===== config.mk =====
export PLATFORM = sky130hd
export DESIGN_NAME = goboard_glyph_arbiter_flat
export DESIGN_NICKNAME = d
export VERILOG_FILES = /design/src/rtl/goboard_glyph_arbiter_if.sv /design/src/rtl/goboard_glyph_arbiter.sv /design/src/flat_wrapper.sv
export SDC_FILE = /design/constraint.sdc
export NUM_CORES = 1
export LEC_CHECK = 0
export BUFFER_PORTS_ARGS = -buffer_cell sky130_fd_sc_hd__buf_4
export CORE_ASPECT_RATIO = 2
export CORE_MARGIN = 5
export CORE_UTILIZATION = 50
export CTS_BUF_LIST = sky130_fd_sc_hd__clkbuf_2 sky130_fd_sc_hd__clkbuf_4 sky130_fd_sc_hd__clkbuf_8
export CTS_CLUSTER_DIAMETER = 30
export DETAILED_ROUTE_END_ITERATION = 7
export GPL_TIMING_DRIVEN = 0
export PLACE_DENSITY = 0.74
export SETUP_SLACK_MARGIN = 0.05
export SYNTH_ARGS = -nofsm -noshare
export SYNTH_HDL_FRONTEND = slang
export SYNTH_SLANG_ARGS = --single-unit

===== constraint.sdc =====
create_clock -name clk -period 3.53 [get_ports clk]
set_clock_uncertainty 0.1 [all_clocks]
set_input_delay 0.1765 -clock clk [delete_from_list [all_inputs] [get_ports clk]]
set_output_delay 0.1765 -clock clk [all_outputs]
set_load 0.01 [all_outputs]

===== src/rtl/goboard_glyph_arbiter_if.sv =====
// Requester-side bus of the glyph ROM arbiter: per-requester valid/ready lookups
// and the shared registered response.
interface goboard_glyph_arbiter_if #(
    parameter int unsigned NREQ   = 3,
    parameter int unsigned ADDR_W = 9,
    parameter int unsigned DATA_W = 8
);
    logic [NREQ-1:0]        req_i;
    logic [NREQ*ADDR_W-1:0] addr_i;
    logic [NREQ-1:0]        gnt_o;
    logic [NREQ-1:0]        rvalid_o;
    logic [DATA_W-1:0]      rdata_o;

    modport master (
        output req_i, addr_i,
        input  gnt_o, rvalid_o, rdata_o
    );

    modport slave (
        input  req_i, addr_i,
        output gnt_o, rvalid_o, rdata_o
    );
endinterface


===== src/rtl/goboard_glyph_arbiter.sv =====
// Shares one glyph-row ROM between NREQ overlay renderers. Round-robin with a
// bounded burst per owner; responses return ROM_LAT+1 cycles after the transfer.
module goboard_glyph_arbiter #(
    parameter int unsigned NREQ      = 3,
    parameter int unsigned ADDR_W    = 9,
    parameter int unsigned DATA_W    = 8,
    parameter int unsigned ROM_LAT   = 1,
    parameter int unsigned MAX_BURST = 4
) (
    input  logic                   clk,
    input  logic                   clr,
    goboard_glyph_arbiter_if.slave bus,
    output logic                   rom_en_o,
    output logic [ADDR_W-1:0]      rom_addr_o,
    input  logic [DATA_W-1:0]      rom_data_i
);
    localparam int unsigned PTR_W = (NREQ > 1) ? $clog2(NREQ) : 1;
    localparam logic [PTR_W-1:0] LAST_IDX = PTR_W'(NREQ - 1);
    localparam logic [3:0] BURST = 4'(MAX_BURST);

    logic [PTR_W-1:0]  ptr_q;
    logic [PTR_W-1:0]  owner_q;
    logic [3:0]        cnt_q;
    logic [PTR_W-1:0]  win;
    logic [PTR_W-1:0]  win_next;
    logic [3:0]        cnt_inc;
    logic [NREQ-1:0]   gnt;
    logic [ADDR_W-1:0] win_addr;
    logic              xfer;

    // Response id pipeline; stage 0 is loaded on the transfer edge.
    logic [NREQ-1:0]   pipe_q [ROM_LAT+1];
    logic [NREQ-1:0]   rvalid_q;
    logic [DATA_W-1:0] rdata_q;
    logic              rom_en_q;
    logic [ADDR_W-1:0] rom_addr_q;

    // Search pending requests starting at ptr_q; the first one found wins.
    always_comb begin
        int unsigned idx;
        logic        found;
        idx      = 0;
        found    = 1'b0;
        gnt      = '0;
        win      = '0;
        win_addr = '0;
        for (int unsigned i = 0; i < NREQ; i++) begin
            idx = 32'(ptr_q) + i;
            if (idx >= NREQ) idx = idx - NREQ;
            if (!found && bus.req_i[idx]) begin
                found         = 1'b1;
                gnt[idx]      = 1'b1;
                win           = PTR_W'(idx);
                win_addr      = bus.addr_i[idx*ADDR_W +: ADDR_W];
            end
        end
    end

    // Burst count for the winner and the ring index after it (wraps without overflow).
    always_comb begin
        cnt_inc  = (win != owner_q) ? 4'd1 : cnt_q + 4'd1;
        win_next = (win == LAST_IDX) ? '0 : win + PTR_W'(1);
    end

    assign xfer = |gnt;

    // Arbitration state: advance only on a transfer; a full burst hands priority onward.
    always_ff @(posedge clk or posedge clr) begin
        if (clr) begin
            ptr_q   <= '0;
            owner_q <= '0;
            cnt_q   <= '0;
        end else if (xfer) begin
            owner_q <= win;
            if (cnt_inc == BURST) begin
                ptr_q <= win_next;
                cnt_q <= '0;
            end else begin
                ptr_q <= win;
                cnt_q <= cnt_inc;
            end
        end
    end

    // ROM strobe/address and the response pipeline; reset drops anything in flight.
    always_ff @(posedge clk or posedge clr) begin
        if (clr) begin
            rom_en_q   <= 1'b0;
            rom_addr_q <= '0;
            rvalid_q   <= '0;
            rdata_q    <= '0;
            for (int unsigned s = 0; s <= ROM_LAT; s++) pipe_q[s] <= '0;
        end else begin
            rom_en_q  <= xfer;
            if (xfer) rom_addr_q <= win_addr;
            pipe_q[0] <= gnt;
            for (int unsigned s = 1; s <= ROM_LAT; s++) pipe_q[s] <= pipe_q[s-1];
            rvalid_q  <= pipe_q[ROM_LAT];
            if (|pipe_q[ROM_LAT]) rdata_q <= rom_data_i;
        end
    end

    assign bus.gnt_o    = gnt;
    assign bus.rvalid_o = rvalid_q;
    assign bus.rdata_o  = rdata_q;
    assign rom_en_o     = rom_en_q;
    assign rom_addr_o   = rom_addr_q;
endmodule


===== src/flat_wrapper.sv =====
// flat-port wrapper written by rule: the top's interface ports become plain ports
module goboard_glyph_arbiter_flat 
#(
    parameter int unsigned NREQ      = 3,
    parameter int unsigned ADDR_W    = 9,
    parameter int unsigned DATA_W    = 8,
    parameter int unsigned ROM_LAT   = 1,
    parameter int unsigned MAX_BURST = 4
)
  (clk, clr, rom_en_o, rom_addr_o, rom_data_i, bus_req_i, bus_addr_i, bus_gnt_o, bus_rvalid_o, bus_rdata_o);
  goboard_glyph_arbiter_if #(.NREQ(NREQ), .ADDR_W(ADDR_W), .DATA_W(DATA_W)) bus_i ();
  input  logic clk;
  input  logic clr;
  output logic rom_en_o;
  output logic [ADDR_W-1:0] rom_addr_o;
  input  logic [DATA_W-1:0] rom_data_i;
  input wire logic [$bits(bus_i.req_i)-1:0] bus_req_i;
  input wire logic [$bits(bus_i.addr_i)-1:0] bus_addr_i;
  output wire logic [$bits(bus_i.gnt_o)-1:0] bus_gnt_o;
  output wire logic [$bits(bus_i.rvalid_o)-1:0] bus_rvalid_o;
  output wire logic [$bits(bus_i.rdata_o)-1:0] bus_rdata_o;
  assign bus_i.req_i = bus_req_i;
  assign bus_i.addr_i = bus_addr_i;
  assign bus_gnt_o = bus_i.gnt_o;
  assign bus_rvalid_o = bus_i.rvalid_o;
  assign bus_rdata_o = bus_i.rdata_o;
  goboard_glyph_arbiter #(.NREQ(NREQ), .ADDR_W(ADDR_W), .DATA_W(DATA_W), .ROM_LAT(ROM_LAT), .MAX_BURST(MAX_BURST)) u_core (.clk(clk), .clr(clr), .bus(bus_i), .rom_en_o(rom_en_o), .rom_addr_o(rom_addr_o), .rom_data_i(rom_data_i));
endmodule

==> run summary, run 1 <==
status = complete, no violations
Post-synth EDFFs = 0
CP peak stage delay = 510 ps
initial antenna violation count = 0
critical path fanouts, max = 10
IO Count = 64
Ant. Diodes = 0
Distinct cells, synth = 63
DRT Pass-1 Iters = 5
reg2reg path depth = 12
Tot Pwr = 3.68 mW
Hold Slack = 19.3 ps
Critical R2R Capture = u_core.rom_addr_o[4]
die span in y = 122 um
post-synthesis sequential area ratio = 0.280
WL/cell = 19.5 um
num rows = 40
GRT Overall Usage = 0.248
# clock sinks = 35
period utilization = 0.961
Post-DP HPWL = 7690 um
most frequent cells after synthesis = 42 x nand2_1, 35 x dfrtp_1, 25 x mux2i_1
gr ovfl total = 0
worst hold-check path type = in -> reg
Post-synth top flop = dfrtp_1
Yosys top cell area share = 0.280
Crit. Startpoint = u_core.ptr_q[0]
final WL = 9850 um
CP max-delay cell = fa_1
CTS H-tree depth = 2
Critical path destination = u_core.rom_addr_o[4]
P_leak = 1.69 nW
drt drc = 0
Syn-to-layout area delta = 24.3%
Worst setup EP type = flip-flop
Buf/Inv on CP = 4
worst path required time = 3600 ps
Least-Margin Pin Slew = 1030 ps
final-layout fill cell count = 552
Yosys reg bits = 35
Synth area leader = dfrtp_1
Net count, final = 470
type of origin of the critical path = flip-flop
Num CTS Buffers = 5
global-route wire length before repair = 15200 um
unrepaired setup endpoints after global routing = yes
fin crit period = 3390 ps
antenna-violating nets left = 0
reg2reg setup slack = 140 ps
worst-case clock buffer depth = 2
core area = 0.00606 mm^2
Syn. warnings = 0
routed vias = 3201
Die Wd = 65.9 um
final RePlAce weighted congestion = 0.988
vias in the first global route = 3197
fin util = 0.642
CTS tree = done
area post-placement = 0.00370 mm^2
Max Slew Vio Count = 0
Crit path top cell by count = inv_1
worst skew pair latency = 290 ps
max_slew headroom = 0.310
post-layout instance area = 0.00388 mm^2
r2r startpoint = u_core.ptr_q[0]
Max Cap Viol = 0
f_max = 295 MHz
final hold vios = 0
die area = 0.00803 mm^2
power per cell area = 948 mW/mm^2
1st-iter DRT viols = 253
I/O Buffers = 62
proportion of layout cells with a drive suffix above 1 = 0.325
synth top area cells = dfrtp_1 28%, mux2i_1 8.0%, mux2_2 5.8%, nand2_1 5.0%, mux4_2 4.3%
crit-path cells = inv_1 -> ha_2 -> nand2_2 -> clkinvlp_4 -> clkbuf_4 -> ha_1 -> inv_1 -> fa_1 -> o311ai_2 -> nor3_1 -> or3_1 -> mux2_1
most frequent cell after synthesis = nand2_1
post-synthesis cell area = 0.00313 mm^2
Initial Utilization = 0.516
final setup violation count = 0
ys async rst share = 1.00
Max VDD drop = 0.000509 V
Via density = 6.34
syn_area_per_cell = 9.09 um^2
WP data arrival = 3470 ps
CP Depth = 12
critical path class = reg -> reg
crit-path leading delay family = adder cells
Post-Place Setup Slack = -441 ps
post-synthesis instance total = 344
setup ws final = 136 ps
pin count of the biggest net entering global routing = 36
clock tree root driver cell = clkbuf_8
clock-pin slew on the worst setup and hold paths = 70 ps
[flip-flops by register name, indices dropped and copies added, names as in the netlist]
register             cells
u_core.ptr_q             2
u_core.bus.rvalid_o      3
u_core.rom_en_o          1
u_core.pipe_q            6
u_core.cnt_q             4
u_core.bus.rdata_o       8
u_core.rom_addr_o        9
u_core.owner_q           2
[cell type report]
type,count,area [um^2],share of cell area
Buffer,22,126,0.0325
Clock buffer,5,68.8,0.0177
Clock inverter,3,15.0,0.00386
Inverter,14,62.6,0.0161
Multi-Input combinational cell,274,2120,0.545
Sequential cell,35,876,0.225
Tap cell,84,105,0.0271
Timing Repair Buffer,68,513,0.132
[repair_timing]
| item | CTS | global route |
|---|---|---|
| hold buffers | 0 | 1 |
| hold endpoints to repair | 0 | 35 |
| endpoints found under the setup margin | 10 | 11 |
| pin swaps | 1 | 0 |
| resized for setup | 5 | 13 |
| buffers inserted | 1 | 4 |
[power breakdown]
part / total, mW / switching [mW] / internal (mW)
clock network: 0.275 / 0.140 / 0.135
registers: 0.704 / 0.117 / 0.586
logic: 2.70 / 1.47 / 1.23
[cells in the final DEF, fill, tap and decap left out, types with 9 or more instances in the layout]
cell,netlist,layout
nand3_1,11,11
a21oi_1,19,19
mux2i_1,25,25
nor2_1,17,17
o21ai_0,21,21
nand2_1,42,41
mux2_2,16,16
clkbuf_1,12,9
buf_4,2,69
dfrtp_1,35,35
inv_1,11,10
[how the worst min path moves through the flow]
stage                                start                    end  slack, ps  cells past startpoint
after global placement    u_core.pipe_q[4]       u_core.pipe_q[1]        230                      0
after detailed placement  u_core.pipe_q[5]       u_core.pipe_q[2]        240                      0
final                        rom_data_i[5]  u_core.bus.rdata_o[5]         20                      2
after global routing         rom_data_i[5]  u_core.bus.rdata_o[5]         20                      2
after CTS                    rom_data_i[5]  u_core.bus.rdata_o[5]         20                      2
after floorplan                        clr  u_core.bus.rdata_o[0]        230                      1
[cells by family (layout without fill, tap and decap cells)]
group                    Yosys count  after routing  share of synthesized area
AO/OA/AOI/OAI                     95             95                      0.216
AND/OR/NAND/NOR                  105            105                      0.167
flip-flops                        35             35                      0.280
buffers and inverters             36            112                     0.0548
other                              2              3                    0.00240
XOR/XNOR                           4              4                     0.0112
multiplexers                      57             57                      0.227
adder cells (fa/ha/maj)           10             10                     0.0424
[per-stage QoR]
step | cells | TNS, ps
2_1_floorplan | 345 | 0
3_3_place_gp | 491 | -2310
3_5_place_dp | 491 | -2190
4_1_cts | 500 | 0
5_1_grt | 505 | 0
6_report | 505 | 0
[metal layers]
metal	track usage	up-vias	part of all wire
li1	-	1433	-
met1	0.236	1525	0.33
met2	0.453	177	0.53
met3	0.0249	66	0.065
met4	0.208	0	0.077
met5	0	-	0
Power figures use the tool's default switching activity.
==> run 2, diff against run 1 <==
--- a/config.mk
+++ b/config.mk
@@ -8,12 +8,12 @@
 export BUFFER_PORTS_ARGS = -buffer_cell sky130_fd_sc_hd__buf_4
 export CORE_ASPECT_RATIO = 2
 export CORE_MARGIN = 5
-export CORE_UTILIZATION = 50
+export CORE_UTILIZATION = 35
 export CTS_BUF_LIST = sky130_fd_sc_hd__clkbuf_2 sky130_fd_sc_hd__clkbuf_4 sky130_fd_sc_hd__clkbuf_8
 export CTS_CLUSTER_DIAMETER = 30
+export CTS_CLUSTER_SIZE = 25
 export DETAILED_ROUTE_END_ITERATION = 7
 export GPL_TIMING_DRIVEN = 0
-export PLACE_DENSITY = 0.74
 export SETUP_SLACK_MARGIN = 0.05
 export SYNTH_ARGS = -nofsm -noshare
 export SYNTH_HDL_FRONTEND = slang
==> run summary, run 2 (synthesis results as in run 1) <==
status = complete, no violations
P_leak = 1.69 nW (-0.40%)
WP data arrival = 3480 ps (about the same)
gr ovfl total = 0 (unchanged)
critical path fanouts, max = 10 (unchanged)
Crit path top cell by count = inv_1
Switch Pwr = 1.77 mW (+2.4%)
Via density = 5.93 (-6.4%)
Buf/Inv on CP = 4 (unchanged)
Int Pwr = 1.97 mW (+0.83%)
fin cells = 520 (+3.0%)
combinational power share = 0.734 (about the same)
routed vias = 3084 (-3.7%)
CP max-delay cell = fa_1
clock tree root driver cell = clkbuf_8
pin count of the biggest net entering global routing = 36 (unchanged)
max_slew headroom = 0.302 (-0.00799)
worst path required time = 3620 ps (+20 ps)
area post-placement = 0.00372 mm^2 (+0.54%)
critical path class = reg -> reg
worst skew pair latency = 300 ps (about the same)
Initial Utilization = 0.359 (-0.157)
core area = 0.00871 mm^2 (+44%)
proportion of layout cells with a drive suffix above 1 = 0.333 (+0.00792)
final RePlAce weighted congestion = 0.953 (-3.5%)
# clock sinks = 35 (unchanged)
power per cell area = 953 mW/mm^2 (+0.55%)
Ant. Diodes = 0 (unchanged)
CP peak stage delay = 540 ps (+30 ps)
CTS tree = done
Max Slew Vio Count = 0 (unchanged)
vias in the first global route = 3109 (-2.8%)
Die Wd = 76.8 um (+17%)
fin crit period = 3390 ps (-3.54 ps)
die area = 0.0110 mm^2 (+37%)
antenna-violating nets left = 0 (unchanged)
CTS H-tree depth = 2 (unchanged)
Num CTS Buffers = 5 (unchanged)
num rows = 48 (+20%)
DRT Pass-1 Iters = 5 (unchanged)
GRT Overall Usage = 0.192 (-0.0559)
period utilization = 0.960 (-0.00100)
final hold vios = 0 (unchanged)
die span in y = 144 um (+18%)
post-layout instance area = 0.00393 mm^2 (+1.0%)
1st-iter DRT viols = 196 (-23%)
f_max = 295 MHz (+0.10%)
final WL = 10700 um (+8.6%)
worst hold-check path type = in -> reg
Post-DP HPWL = 8370 um (+8.7%)
Max Cap Viol = 0 (unchanged)
drt drc = 0 (unchanged)
worst-case clock buffer depth = 2 (unchanged)
I/O Buffers = 62 (unchanged)
Sw Share = 0.473 (+0.00395)
Cells after DPL = 507 (+3.3%)
most frequent cells in the layout = 68 x buf_4, 40 x nand2_1, 33 x dfrtp_1
Syn-to-layout area delta = 25.6%
final setup violation count = 0 (unchanged)
Net count, final = 469 (-0.21%)
global-route wire length before repair = 16700 um (+9.3%)
initial antenna violation count = 0 (unchanged)
WL/cell = 20.6 um (+5.5%)
crit-path leading delay family = adder cells
most common cell after layout, fill and taps aside = buf_4
clock share of power = 0.078 (+0.003)
clock-pin slew on the worst setup and hold paths = 80 ps (about the same)
crit-path cells = inv_1 -> ha_2 -> nand2_2 -> clkinvlp_4 -> clkbuf_4 -> ha_1 -> inv_1 -> fa_1 -> o31ai_1 -> nor4_1 -> or3_1 -> mux2_1
type of origin of the critical path = flip-flop
fin util = 0.451 (-0.191)
Max VDD drop = 0.000406 V (-20%)
Tot Pwr = 3.74 mW (+1.6%)
Worst setup EP type = flip-flop
unrepaired setup endpoints after global routing = yes
Least-Margin Pin Slew = 1040 ps (+11.9 ps)
max FFs per register = 9 (unchanged)
part of the power in registers = 0.188 (-0.003)
setup tns final = 0 ps (unchanged)
IO Count = 64 (unchanged)
==> run 2: cell types whose count changed in the layout (fill, tap and decap cells not counted), moves of 2 or more <==
cell and change:
dfrtp_1 -2, clkinv_2 -2, buf_2 +2, dfrtp_2 +2
==> run 2: what timing repair did <==
action,in CTS,in global routing
setup endpoints to repair,12,12
hold buffers,0,1
buffers inserted,1,3
gates cloned,0,0
resized for setup,8,16
pin swaps,1,0
hold endpoints to repair,0,21
==> run 2: worst reg2reg max path, delay by kind of cell (launching register included) <==
family                   cells  cell delay, ps
adder cells (fa/ha/maj)      3             980
AND/OR/NAND/NOR              3             680
buffers and inverters        4             590
flip-flops                   1             450
multiplexers                 1             300
AO/OA/AOI/OAI                1             190
==> run 2: power by group through the flow <==
stage	Clock, mW	Combinational, mW	Sequential (mW)
global placement	0	2.62	0.704
finish	0.293	2.74	0.703
detailed placement	0	2.64	0.706
global route	0.322	2.95	0.729
floorplan	0	1.81	0.738
CTS	0.306	2.68	0.702
==> run 2: metrics by stage <==
| stage | hold slack, ps | setup slack, ps |
|---|---|---|
| 6_report | 17.1 | 139 |
| 2_1_floorplan | 227 | 281 |
| 4_1_cts | 4.70 | 70.2 |
| 3_3_place_gp | 231 | -499 |
| 5_1_grt | 9.63 | 12.6 |
| 3_5_place_dp | 236 | -511 |
==> run 2: area by class of cell <==
cell class	instances	area, um^2
flip-flops and latches	35	878
repair buffers	67	505
well taps	100	125
multi-input cells	274	2140
plain buffers	22	125
fillers	844	4780
clock buffers	6	76.3
inverters	14	62.6
clock inverters	2	12.5
==> run 2: worst paths after layout <==
kind / start / slack [ps] / endpoint / depth (start not counted)
worst max-delay path: u_core.ptr_q[0] / 140 / u_core.rom_addr_o[4] / 12
worst min-delay path: rom_data_i[3] / 20 / u_core.bus.rdata_o[3] / 2
worst max register to register: u_core.ptr_q[0] / 140 / u_core.rom_addr_o[4] / 12
worst min register to register: u_core.pipe_q[4] / 250 / u_core.pipe_q[1] / 0
max in group asynchronous: clr / 2360 / u_core.ptr_q[1] / 3
min in group asynchronous: clr / 460 / u_core.pipe_q[1] / 3
==> run 2: routing by layer <==
layer  GRT usage  vias up  routed length [um]
met3      0.0245       40                 484
met2       0.363      134                5930
li1            -     1427                   -
met5           0        -                   0
met4       0.138        0                 574
met1       0.185     1483                3710
